[src/rtl/uart_deframer.sv]
// UART receive deframer: oversampled start-bit detection, 7/8-bit LSB-first data,
// optional odd/even parity and one or two stop bits, with a one-cycle valid pulse.
module uart_deframer #(
  parameter int OVERSAMPLE  = 16,
  parameter int SYNC_STAGES = 2
) (
  input  logic       clk,
  input  logic       rst,
  input  logic       baud_tick,
  input  logic       rx_in,
  input  logic       data_length,
  input  logic [1:0] parity_type,
  input  logic       stop_bits,
  output logic [7:0] data_out,
  output logic       data_valid,
  output logic       parity_error,
  output logic       frame_error,
  output logic       rx_active
);

  localparam int TW = $clog2(OVERSAMPLE);
  localparam logic [TW-1:0] MID_TICK  = TW'(OVERSAMPLE / 2 - 1);
  localparam logic [TW-1:0] LAST_TICK = TW'(OVERSAMPLE - 1);

  typedef enum logic [2:0] {IDLE, START, DATA, PARITY, STOP, DONE} state_t;

  state_t           state_q, state_d;
  logic [SYNC_STAGES-1:0] sync_q;
  logic             rxS;
  logic [TW-1:0]    tickCnt_q, tickCnt_d;
  logic [3:0]       bitCnt_q, bitCnt_d;
  logic [7:0]       shift_q, shift_d;
  logic             armed_q, armed_d;
  logic             len8_q, len8_d;
  logic [1:0]       parType_q, parType_d;
  logic             twoStop_q, twoStop_d;
  logic             parErr_q, parErr_d;
  logic             frmErr_q, frmErr_d;
  logic [7:0]       dataOut_q, dataOut_d;
  logic             parErrOut_q, parErrOut_d;
  logic             frmErrOut_q, frmErrOut_d;

  logic             midBit;
  logic             sample;
  logic             parityOn;
  logic             lastStop;
  logic             frmErrNext;
  logic [7:0]       rxData;

  assign rxS = sync_q[SYNC_STAGES-1];

  // Start bit is checked half a bit in; afterwards every sample is one full bit later.
  assign midBit     = (state_q == START) ? (tickCnt_q == MID_TICK) : (tickCnt_q == LAST_TICK);
  assign sample     = baud_tick && midBit;
  assign parityOn   = (parType_q == 2'b01) || (parType_q == 2'b10);
  assign rxData     = len8_q ? shift_q : {1'b0, shift_q[7:1]};
  assign lastStop   = !twoStop_q || (bitCnt_q == 4'd1);
  assign frmErrNext = frmErr_q | ~rxS;

  always_ff @(posedge clk) begin
    if (rst) begin
      sync_q <= '1;
    end else begin
      sync_q[0] <= rx_in;
      for (int i = 1; i < SYNC_STAGES; i++) sync_q[i] <= sync_q[i-1];
    end
  end

  always_ff @(posedge clk) begin
    if (rst) begin
      state_q     <= IDLE;
      tickCnt_q   <= '0;
      bitCnt_q    <= '0;
      shift_q     <= '0;
      armed_q     <= 1'b0;
      len8_q      <= 1'b0;
      parType_q   <= 2'b00;
      twoStop_q   <= 1'b0;
      parErr_q    <= 1'b0;
      frmErr_q    <= 1'b0;
      dataOut_q   <= '0;
      parErrOut_q <= 1'b0;
      frmErrOut_q <= 1'b0;
    end else begin
      state_q     <= state_d;
      tickCnt_q   <= tickCnt_d;
      bitCnt_q    <= bitCnt_d;
      shift_q     <= shift_d;
      armed_q     <= armed_d;
      len8_q      <= len8_d;
      parType_q   <= parType_d;
      twoStop_q   <= twoStop_d;
      parErr_q    <= parErr_d;
      frmErr_q    <= frmErr_d;
      dataOut_q   <= dataOut_d;
      parErrOut_q <= parErrOut_d;
      frmErrOut_q <= frmErrOut_d;
    end
  end

  always_comb begin
    state_d     = state_q;
    tickCnt_d   = tickCnt_q;
    bitCnt_d    = bitCnt_q;
    shift_d     = shift_q;
    armed_d     = armed_q;
    len8_d      = len8_q;
    parType_d   = parType_q;
    twoStop_d   = twoStop_q;
    parErr_d    = parErr_q;
    frmErr_d    = frmErr_q;
    dataOut_d   = dataOut_q;
    parErrOut_d = parErrOut_q;
    frmErrOut_d = frmErrOut_q;

    if (baud_tick && state_q != IDLE && state_q != DONE)
      tickCnt_d = midBit ? '0 : tickCnt_q + TW'(1);

    case (state_q)
      IDLE: begin
        // A line that is still low (break or held low) must go high before re-arming.
        if (rxS) armed_d = 1'b1;
        if (baud_tick && armed_q && !rxS) begin
          len8_d    = data_length;
          parType_d = parity_type;
          twoStop_d = stop_bits;
          tickCnt_d = '0;
          bitCnt_d  = '0;
          shift_d   = '0;
          parErr_d  = 1'b0;
          frmErr_d  = 1'b0;
          armed_d   = 1'b0;
          state_d   = START;
        end
      end
      START: begin
        if (sample) state_d = rxS ? IDLE : DATA;
      end
      DATA: begin
        if (sample) begin
          shift_d = {rxS, shift_q[7:1]};
          if (bitCnt_q == (len8_q ? 4'd7 : 4'd6)) begin
            bitCnt_d = '0;
            state_d  = parityOn ? PARITY : STOP;
          end else begin
            bitCnt_d = bitCnt_q + 4'd1;
          end
        end
      end
      PARITY: begin
        if (sample) begin
          parErr_d = (^rxData) ^ rxS ^ (parType_q == 2'b01);
          state_d  = STOP;
        end
      end
      STOP: begin
        if (sample) begin
          frmErr_d = frmErrNext;
          if (lastStop) begin
            dataOut_d   = rxData;
            parErrOut_d = parErr_q;
            frmErrOut_d = frmErrNext;
            state_d     = DONE;
          end else begin
            bitCnt_d = bitCnt_q + 4'd1;
          end
        end
      end
      DONE:    state_d = IDLE;
      default: state_d = IDLE;
    endcase
  end

  assign data_out     = dataOut_q;
  assign parity_error = parErrOut_q;
  assign frame_error  = frmErrOut_q;
  assign data_valid   = (state_q == DONE);
  assign rx_active    = (state_q == START) || (state_q == DATA) ||
                        (state_q == PARITY) || (state_q == STOP);

endmodule

[config.mk]
export PLATFORM = sky130hd
export DESIGN_NAME = uart_deframer
export DESIGN_NICKNAME = d
export VERILOG_FILES = /design/src/rtl/uart_deframer.sv
export SDC_FILE = /design/constraint.sdc
export NUM_CORES = 1
export LEC_CHECK = 0
export ABC_AREA = 0
export CORE_UTILIZATION = 56
export DETAILED_ROUTE_END_ITERATION = 12
export PLACE_DENSITY_LB_ADDON = 0.15
export REMOVE_ABC_BUFFERS = 1
export SLEW_MARGIN = 20
export SYNTH_ARGS = -nofsm -noshare
export SYNTH_HDL_FRONTEND = slang
export SYNTH_SLANG_ARGS = --single-unit
[constraint.sdc]
create_clock -name clk -period 2.65 [get_ports clk]
set_clock_uncertainty 0.15 [all_clocks]
set_input_delay 0.53 -clock clk [delete_from_list [all_inputs] [get_ports clk]]
set_output_delay 0.53 -clock clk [all_outputs]
set_load 0.05 [all_outputs]
==> reports/results.txt, run 1 <==
VDD sags by at most 0.343 mV. The post-route worst hold slack is 0.286 ns. Entering global routing, the biggest net connects 21 pins. In this run the cell area measured after placement is 0.00223 mm^2. The first-pass GRT wire length was 6700 um. For the worst setup path, the data arrival time is 1.71 ns. After floorplanning, the core was divided into 20 placement rows. For this design the top-level I/O count stands at 20. Master cell of the clock root buffer: clkbuf_4. The cell area that synthesis handed to floorplanning was 0.00193 mm^2. After synthesis, flip-flops and latches occupy 39.4% of the total area. dfxtp_1 is the most common cell in the netlist. The logs give 0 for the number of endpoints failing setup at the final stage and 259 for the total of fill cells in the finished design.

Post-CTS timing repair inserted 0 buffers for setup. The number of antenna diodes in the final layout is 0. The worst register-to-register path has a depth of 6. The transition time at the pin with the least slew margin was 0.581 ns. The routability congestion estimate is 0.845. The largest individual stage delay along the critical path comes from the cell dfxtp_1. For the final standard cell count with taps included and fillers excluded, the log shows 293. The tools report the violation count after the first detailed-route iteration as 79. Hold path startpoint: sync_q[0]$_SDFF_PP1_.

The signal on the critical path passes through nor2b_1 > and2_1 > buf_4. The final critical-path required period was 2.39 ns; the post-route worst setup slack was 0.256 ns. The flow ran to the end, and the final reports show no timing, DRC or antenna violations.

The area of all placed cells without fillers was 0.00229 mm^2; the average wire per standard cell was 13.7 um. Max-cap violations in this run came to 0. Compared with the post-synthesis result, the final layout area differs by 18.6%. The initial core utilization was 61.2%. The path with the worst hold slack has its endpoint at sync_q[1]$_SDFF_PP1_. Of the cells placed in the final design, the portion with a size suffix greater than 1 is 12.9%. The tree built by TritonCTS fans out to 38 sinks. Counting flops with a built-in enable in the synthesized netlist gives 0. For the data required time at the worst endpoint, the log shows 1.97 ns. The via count is 1688, and the first-pass iteration count of the detailed router is 4. The count of different cell masters after synthesis was 49; the hold buffer count at CTS was 0. The worst register-to-register path begins at bitCnt_q[0]$_SDFFE_PP0P_. The total power of the final layout came out at 0.967 mW. The run gives 72.6% as the final core utilization. The total wire length came out at 4010 um. TritonCTS built the clock tree. Buffers placed on the I/O ports in this run total 19.

The final critical path takes up 90.3% of the cycle. Counting along the longest clock path gives a buffer depth of 2. The kind of cell with the highest combined delay along the critical path is flip-flops. The worst slack at placement came out at 0.0835 ns. The min-delay analysis places its worst path in the category flip-flop to flip-flop. After synthesis the netlist holds a flip-flop and latch count of 38.

The tools report the all-layer global routing usage as 24.7%. Clock input transition at the sequential cells of the worst setup and hold paths: 0.11 ns. The area of the die is 0.00369 mm^2, and the async set or reset register ratio after synthesis is 0%. Buffers inserted during clock tree synthesis total 5.

The H-tree was split into 2 levels. The core region is 0.00315 mm^2. By area the synthesized netlist is led by dfxtp_1, a21oi_1, nand2_1.

A synthesized cell averages 8.66 um^2. The largest single stage delay on the critical path is 0.71 ns. Yosys printed 0 warnings.

The overall die width came out at 60.7 um. For this run, design rule violations remaining after detail routing come to 0. The logs give 418 MHz for the maximum clock frequency and 61.2% for the relative slew slack. Setup repair after global routing left no endpoint under its margin. The ratio of total power to cell area was 423 mW/mm^2; the sum of buffers and inverters on the critical path was 1. After detailed routing, the number of vias per cell comes to 5.76. The final layout contains 260 nets.

Measured along the y axis, the die boundary spans 60.7 um. dfxtp_1 takes more of the synthesized area than any other cell. For the number of antenna-violating nets in the routed design, the log shows 0. Once the clock tree was built, the resizer swapped 0 gates to a different size.

Of the post-synthesis cell area, the dominant cell type holds 39.4%. The later pin in the worst-skew pair is clocked with a latency of 0.36 ns. Count of final max-slew check failures: 0. The worst hold path cell count came out at 1. Setup total negative slack on the finished layout was measured at 0 ns. The total count of hold-check failures in the final report is 0. The endpoint identified for the worst register-to-register timing path is data_out[6]$_SDFFE_PP0P_. Among all flip-flop cells after synthesis, the most frequent one is dfxtp_1.

The post-placement cell count was 285. STA classifies the critical path endpoint as an output pin. Along the worst path, the maximum fanout reaches 16. The tools report the number of antenna violations at the first check in global routing as 0. In the synthesized netlist, the cells that appear most often are dfxtp_1, nand2_1, a21oi_1. STA classifies the critical path startpoint as a flip-flop. Critical path class: flip-flop to output pin. The run gives 1517 as the number of global-route vias before repair.

Once detailed placement completed, the half-perimeter wirelength came to 2940 um. In this run the static leakage power is 0.749 nW. In the synthesized netlist, the number of instances is 223. The total congestion overflow after global routing is 0. In this run the register-to-register setup slack is 0.42 ns.
[state kept, by name, summed over array words and instances (netlist names), 2 cells and up]
| name | cells |
|---|---|
| state_q | 3 |
| tickCnt_q | 4 |
| shift_q | 8 |
| sync_q | 2 |
| bitCnt_q | 4 |
| data_out | 8 |
| parType_q | 2 |
[how the worst max path moves through the flow]
| stage | cells after the start | start | endpoint | slack (ns) |
|---|---|---|---|---|
| floorplan | 2 | state_q[0]$_SDFFE_PP0P_ | rx_active | 0.33 |
| global placement | 6 | baud_tick | state_q[1]$_SDFFE_PP0P_ | 0.19 |
| detailed placement | 6 | baud_tick | state_q[2]$_SDFFE_PP0P_ | 0.08 |
| CTS | 3 | state_q[2]$_SDFFE_PP0P_ | data_valid | 0.28 |
| global route | 3 | state_q[2]$_SDFFE_PP0P_ | data_valid | 0.18 |
| finish | 3 | state_q[2]$_SDFFE_PP0P_ | data_valid | 0.26 |
[cells in the final DEF (no fill, tap or decap), types with 7 or more instances in the layout]
cell type	instances
dfxtp_1	38
nand2_1	26
a21oi_1	20
clkdlybuf4s50_1	17
nor2_1	16
nand3_1	13
buf_4	12
xnor2_1	10
mux2i_1	8
inv_1	7
nor3_1	7
[report_power, final]
part | leakage (nW) | switching, mW | internal (mW)
Clock | 0.0343 | 0.198 | 0.128
Combinational | 0.407 | 0.0311 | 0.0291
Sequential | 0.307 | 0.00559 | 0.576
[cell families after synthesis]
group | share of synthesized area, %
AOI/OAI and AO/OA | 19.4
xor gates and xnor gates | 7.97
adders and majority gates | 2.59
buffers and inverters | 4.47
DFF | 39.4
muxes | 4.15
and+or+nand+nor | 22.0
[cell type report]
| cell class | instances | area, um^2 | area share (%) |
|---|---|---|---|
| well taps | 44 | 55.1 | 2.40 |
| multi-input cells | 165 | 1080 | 47.3 |
| repair buffers | 31 | 300 | 13.1 |
| flip-flops and latches | 38 | 761 | 33.2 |
| clock inverters | 2 | 12.5 | 0.546 |
| inverters | 7 | 26.3 | 1.15 |
| clock buffers | 6 | 51.3 | 2.24 |
[routing by layer]
layer,track usage [%],vias up,routed length (um)
li1,-,851,-
met1,31.5,777,1820
met2,40.2,52,1900
met3,5.33,8,211
met4,11.0,0,82
met5,0,-,0
(Power assumes the default switching activity.)
==> inputs of run 2 (changes only) <==
--- a/config.mk
+++ b/config.mk
@@ -6,7 +6,7 @@
 export NUM_CORES = 1
 export LEC_CHECK = 0
 export ABC_AREA = 0
-export CORE_UTILIZATION = 56
+export CORE_UTILIZATION = 60
 export DETAILED_ROUTE_END_ITERATION = 12
 export PLACE_DENSITY_LB_ADDON = 0.15
 export REMOVE_ABC_BUFFERS = 1
==> constraint.sdc (replaced) <==
create_clock -name clk -period 3.05 [get_ports clk]
set_clock_uncertainty 0.15 [all_clocks]
set_input_delay 0.61 -clock clk [delete_from_list [all_inputs] [get_ports clk]]
set_output_delay 0.61 -clock clk [all_outputs]
set_load 0.05 [all_outputs]
==> run 2 against run 1 <==
Compared with the run above:
- global-route usage up 2.0 points
- cell count is 1.4% lower
- non-clock buffer count down 4
- via count is 0.47% lower
- critical path depth unchanged
- design area fell by 0.11%
- critical endpoint is now rx_active
==> reports/results.txt, run 2 (synthesis gave the netlist of run 1 again) <==
The run finished with clean final reports. The family of cells with the greatest summed delay on the critical path is buffers and inverters. CTS placed an instance of clkbuf_4 at the clock tree root. The library cell used most frequently in the layout, excluding fill and tap cells, is dfxtp_1. In the global route stage, met2 resource usage came out at 42.4%.

Across the VDD grid, the largest voltage drop is 0.326 mV. Setup repair after global routing left no endpoint under its margin. In this run the remaining antenna-violating nets after routing total 0. For the number of global-route vias before repair, the log shows 1564.

The peak-usage layer in the global routing report is met2. The library cells used most frequently in the layout, excluding fill and tap cells, are dfxtp_1, nand2_1, a21oi_1. The tightest min-delay check is of the flip-flop to flip-flop type. In this run the number of H-tree levels came out at 2.

The critical path is of the flip-flop to output pin type. The transition time at the pin with the least slew margin was 0.535 ns; the overall die width was 58.7 um. The run gives 64.2% as the relative slew slack.

Port buffering added 19 buffers. The total congestion overflow after global routing was 0. TritonCTS created 5 clock buffers. The placed wire-length estimate is 2950 um, and the clock latency on the worst-skew pair is 0.35 ns.

The sum of buffers and inverters on the critical path is 1. The startpoint class of the critical path is a flip-flop. The total power of the final layout is 1.01 mW, and the clock input transition at the sequential cells of the worst setup and hold paths is 0.12 ns. At the end of the flow, the number of nets in the layout was 256. The die covers 0.00345 mm^2. The number of sinks driven by the clock tree is 38.

Across the run, the number of max-cap violations was 0. The final clock period utilization by the worst path was 95.1%. The tools report the largest net degree at the start of global routing as 21.

The final critical-path required period came out at 2.90 ns. Traced cell by cell, the critical path runs through nor2_1 > xnor2_1 > clkdlybuf4s50_1. The arrival time of data at the critical path endpoint is 2.14 ns.

The run gives 0 ns as the final total negative setup slack. The maximum clock frequency came out at 345 MHz. 0 antenna diodes ended up in the layout.

The average wire per standard cell came out at 14.5 um. The first-pass iteration count of the detailed router is 4. The total count of hold-check failures in the final report was 0; the maximum fanout along the worst path was 13. For this run, global-route usage on met1 was measured as 34.3%. For the all-layer global routing usage, the log shows 26.7%. The run gives 242 as the total of fill cells in the finished design. Once the clock tree was built, the setup fixing pass inserted 0 buffers.

TritonCTS built the clock tree. The largest single stage delay on the critical path is 0.83 ns. The ratio of total power to cell area works out to 440 mW/mm^2.

The via count came out at 1680. The first global-routing pass estimated 6950 um of wire. During I/O placement, the number of pins put on the boundary was 20. The via density per instance is 5.81, and the die span in y is 58.7 um. For the standby leakage power, the log shows 0.746 nW. At the end of routability-driven placement, the weighted congestion stood at 0.801.

The number of gates resized after CTS was 0. Global routing used 6.37% of the available met3 tracks. For this configuration, the core starts out at a cell density of 63.2%. The number of antenna violations at the first check in global routing is 0. The logs give 20 for the number of placement rows and 0.00305 mm^2 for the core outline area. The run gives 2.29 ns as the data required time at the worst endpoint. The area growth from synthesis to final layout is 18.5%. The DRC violation count after routing came out at 0. The slowest stage of the critical path belongs to the cell clkdlybuf4s50_1. The number of endpoints failing setup at the final stage is 0, and the hold buffer count at CTS is 0.

For the count of final max-slew check failures, the log shows 0. The tightest hold path in the finished design has a slack of 0.287 ns. The worst setup path is captured at an output pin. The first routing iteration left 98 violations. In the final layout, the share of cells above drive strength 1 is 10.6%. The final layout contains routed wiring with a total length of 4180 um. The tools report the largest buffer count on any clock path as 2.
## run 2: final timing paths
path | slack [ns] | endpoint | cells past startpoint | from
worst max-delay path | 0.15 | rx_active | 3 | state_q[1]$_SDFFE_PP0P_
worst min-delay path | 0.29 | sync_q[1]$_SDFF_PP1_ | 1 | sync_q[0]$_SDFF_PP1_
worst max register to register | 0.80 | frame_error$_SDFFE_PP0P_ | 6 | bitCnt_q[0]$_SDFFE_PP0P_
worst min register to register | 0.29 | sync_q[1]$_SDFF_PP1_ | 1 | sync_q[0]$_SDFF_PP1_
## run 2: final cells by class
cell class / count / area [um^2] / share of cell area (%)
clock buffer: 6 / 51.3 / 2.24
clock inverter: 2 / 60.1 / 2.63
multi-input combinational: 165 / 1080 / 47.4
inverter: 7 / 26.3 / 1.15
timing repair buffer: 27 / 250 / 10.9
tap: 44 / 55.1 / 2.41
sequential: 38 / 761 / 33.3
## run 2: report_power, final
group	total (mW)	switching, mW	internal [mW]
Clock	0.451	0.174	0.278
Combinational	0.0501	0.0277	0.0224
Sequential	0.504	0.00417	0.500
Total	1.01	0.205	0.800
## run 2: through the flow
stage,cell area (um^2),std cells,util [%],setup slack (ns)
after floorplan,1870,210,-,0.648
after global placement,2180,281,71.3,0.393
after detailed placement,2180,281,71.3,0.279
after CTS,2290,289,74.9,0.152
after global routing,2290,289,74.9,0.0416
final,2290,289,74.9,0.151
## run 2: per-layer routing
metal  vias to the layer above  part of all wire, %
li1                        843                    -
met1                       786                   46
met2                        41                   49
met3                        10                  3.1
met4                         0                  1.8
met5                         -                    0
==> inputs of run 3 (changes only) <==
--- a/config.mk
+++ b/config.mk
@@ -6,11 +6,12 @@
 export NUM_CORES = 1
 export LEC_CHECK = 0
 export ABC_AREA = 0
-export CORE_UTILIZATION = 60
+export CORE_UTILIZATION = 56
 export DETAILED_ROUTE_END_ITERATION = 12
+export GPL_ROUTABILITY_DRIVEN = 1
 export PLACE_DENSITY_LB_ADDON = 0.15
 export REMOVE_ABC_BUFFERS = 1
-export SLEW_MARGIN = 20
+export SLEW_MARGIN = 25
 export SYNTH_ARGS = -nofsm -noshare
 export SYNTH_HDL_FRONTEND = slang
 export SYNTH_SLANG_ARGS = --single-unit
==> constraint.sdc (replaced) <==
create_clock -name clk -period 3 [get_ports clk]
set_clock_uncertainty 0.15 [all_clocks]
set_input_delay 0.6 -clock clk [delete_from_list [all_inputs] [get_ports clk]]
set_output_delay 0.6 -clock clk [all_outputs]
set_load 0.05 [all_outputs]
==> run 3 against run 2 <==
Compared with the run above:
- design area decreased by 0.98%
- first-iteration DRC count decreased by 5.1%
- critical path depth unchanged
- sequential share of layout area increased by 0.33 points
- utilization decreased by 3.1 points
- worst setup slack got worse by 0.035 ns
- die area increased by 6.9%
- global-route usage decreased by 0.95 points
- cell count unchanged
- via count decreased by 3.4%
- non-clock buffer count increased by 1
- largest cell class unchanged
==> reports/results.txt, run 3 (synthesis gave the netlist of run 1 again) <==
The worst setup path is launched from a flip-flop. The first detailed-routing pass took 4 iterations. VDD sags by at most 0.392 mV. The logs give 1623 for the via count and 0 for the count of max-cap constraint violations.

The floorplan has 20 rows. The all-layer global routing usage came out at 25.7%. For the routability congestion estimate, the log shows 0.843. The signal on the critical path passes through nor2_1 > xnor2_1 > clkdlybuf4s50_1.

Based on the critical path, the design can be clocked at up to 347 MHz. The tools report the number of antenna violations at the first check in global routing as 0. In this run the power density over the cells is 408 mW/mm^2. Leaving out fill and tap cells, the most frequent cells in the layout are dfxtp_1, nand2_1, a21oi_1.

For the standby leakage power, the log shows 0.738 nW. The placed wire-length estimate was 2770 um. Transition time at the pin with the least slew margin: 0.498 ns. After detailed routing, the number of vias per cell comes to 5.62. For the largest buffer count on any clock path, the log shows 2. The die span in y came out at 60.7 um. The largest net degree at the start of global routing came out at 42. The final total negative setup slack is 0 ns, and the depth of the CTS H-tree is 2. The total CTS buffers is 5, and the relative slew slack is 66.7%. The total of fill cells in the finished design is 261.

The sum of buffers and inverters on the critical path works out to 1. The run gives 1474 as the number of global-route vias before repair. After clock tree synthesis, the clock-pin slew on the worst setup and hold paths is 0.11 ns. During placement, the flow inserted port buffers numbering 19.

TritonCTS built the clock tree. The net count reported at finish is 257, and the total count of hold-check failures in the final report is 0. Commonest non-fill, non-tap cell in the layout: dfxtp_1. Of the total power, the clock network draws 39.2%. The count of final max-slew check failures is 0, and the DRC violation count after routing is 0.

Relative to the synthesized area, the layout overhead comes to 17.3%. The critical path endpoint category is an output pin. The run gives 0.924 mW as the total power of the final layout. The run finished with clean final reports. The critical path class was flip-flop to output pin. The run gives 2.25 ns as the data required time at the worst endpoint. In the final layout, the share of cells above drive strength 1 is 10.6%. The worst hold path belongs to the class flip-flop to flip-flop. The total overflow left after global routing is 0. Setup violations remaining at the end of the flow were counted as 0.

The die covers 0.00369 mm^2. The number of diodes came out at 0. In this run, the number of DRC markers left after iteration 0 of detailed routing was 93.

In the finished design, the share of the clock period the worst path needs comes to 96.2%. The run gives 5.4% as the combinational share of power. The first-pass GRT wire length was 6960 um. Total wire length: 3990 um. Broken down by cell family, the worst path's largest delay share belongs to buffers and inverters.

The logs give 0 for the number of gates resized after cts and 38 for the number of sinks driven by the clock tree. Final critical-path required period: 2.88 ns. In the final routed layout, each cell accounts on average for 13.8 um. Setup repair after global routing left no endpoint under its margin. The initial utilization of the core area, before any placement, comes to 61.2%.

The maximum single-stage delay on the critical path is 0.83 ns. In the final layout, the multi-input gates occupy 0.00108 mm^2. The cell with the biggest individual delay on the critical path is clkdlybuf4s50_1.

The analysis attributes to net switching a power of 0.199 mW. The design internal power is 0.725 mW. Along the worst path, the maximum fanout reaches 13. The later pin in the worst-skew pair is clocked with a latency of 0.35 ns.

The tools report the hold buffer count at CTS as 0. The master cell of the clock root buffer is clkbuf_4. 20 I/O pins were placed. The tools report the arrival time of data at the critical path endpoint as 2.13 ns. The die is 60.7 um wide. Of the total power, the share spent switching nets is 21.6%. The run gives 0.00315 mm^2 as the core outline area.

Sequential cells burn 55.4% of the power. In this run the remaining antenna-violating nets after routing total 0. Across the whole layout, storage elements account for 761 um^2. The tools report the post-CTS setup buffer count as 0.
run 3: metal layers:
metal / track usage, % / up-vias / routed length [um]
li1: - / 838 / -
met1: 35.4 / 741 / 1920
met2: 39.6 / 39 / 1830
met3: 7.04 / 5 / 206
met4: 7.79 / 0 / 36
met5: 0 / - / 0
run 3: path summary, 6_finish.rpt:
kind / from / end / slack [ns] / depth (start not counted)
setup reg to reg: bitCnt_q[0]$_SDFFE_PP0P_ / data_out[2]$_SDFFE_PP0P_ / 0.68 / 6
setup / recovery: state_q[1]$_SDFFE_PP0P_ / rx_active / 0.12 / 3
hold / removal: sync_q[0]$_SDFF_PP1_ / sync_q[1]$_SDFF_PP1_ / 0.28 / 1
hold reg to reg: sync_q[0]$_SDFF_PP1_ / sync_q[1]$_SDFF_PP1_ / 0.28 / 1
run 3: worst reg2reg max path: stages (launching register included):
cell and delay [ns]:
dfxtp_1 0.46, ha_1 0.19, or3b_4 0.41, a2111oi_4 0.46, buf_4 0.29, nor2_1 0.06
a211oi_1 0.22
run 3: per-stage QoR:
| step | cells | setup slack [ns] | cell area (um^2) | utilization [%] | hold WS (ns) |
|---|---|---|---|---|---|
| after floorplan | 210 | 0.608 | 1870 | - | 0.239 |
| after global placement | 282 | 0.307 | 2180 | 69.2 | 0.246 |
| after detailed placement | 282 | 0.230 | 2180 | 69.2 | 0.258 |
| after CTS | 289 | 0.112 | 2260 | 71.8 | 0.285 |
| after global routing | 289 | 0.00336 | 2260 | 71.8 | 0.295 |
| final | 289 | 0.115 | 2260 | 71.8 | 0.276 |
run 3: power by group through the flow:
stage                     combinational, mW  sequential [mW]  clock (mW)
after global routing                 0.0547            0.513       0.395
after global placement               0.0475            0.524           0
after detailed placement             0.0491            0.524           0
final                                0.0498            0.512       0.362
after CTS                            0.0498            0.512       0.370
after floorplan                      0.0210            0.525           0
run 3: area by class of cell:
class / count / share of cell area (%)
Clock buffer: 6 / 2.27
Timing Repair Buffer: 28 / 11.4
Inverter: 7 / 1.16
Sequential cell: 38 / 33.6
Multi-Input combinational cell: 165 / 47.8
Clock inverter: 1 / 1.33
Tap cell: 44 / 2.43
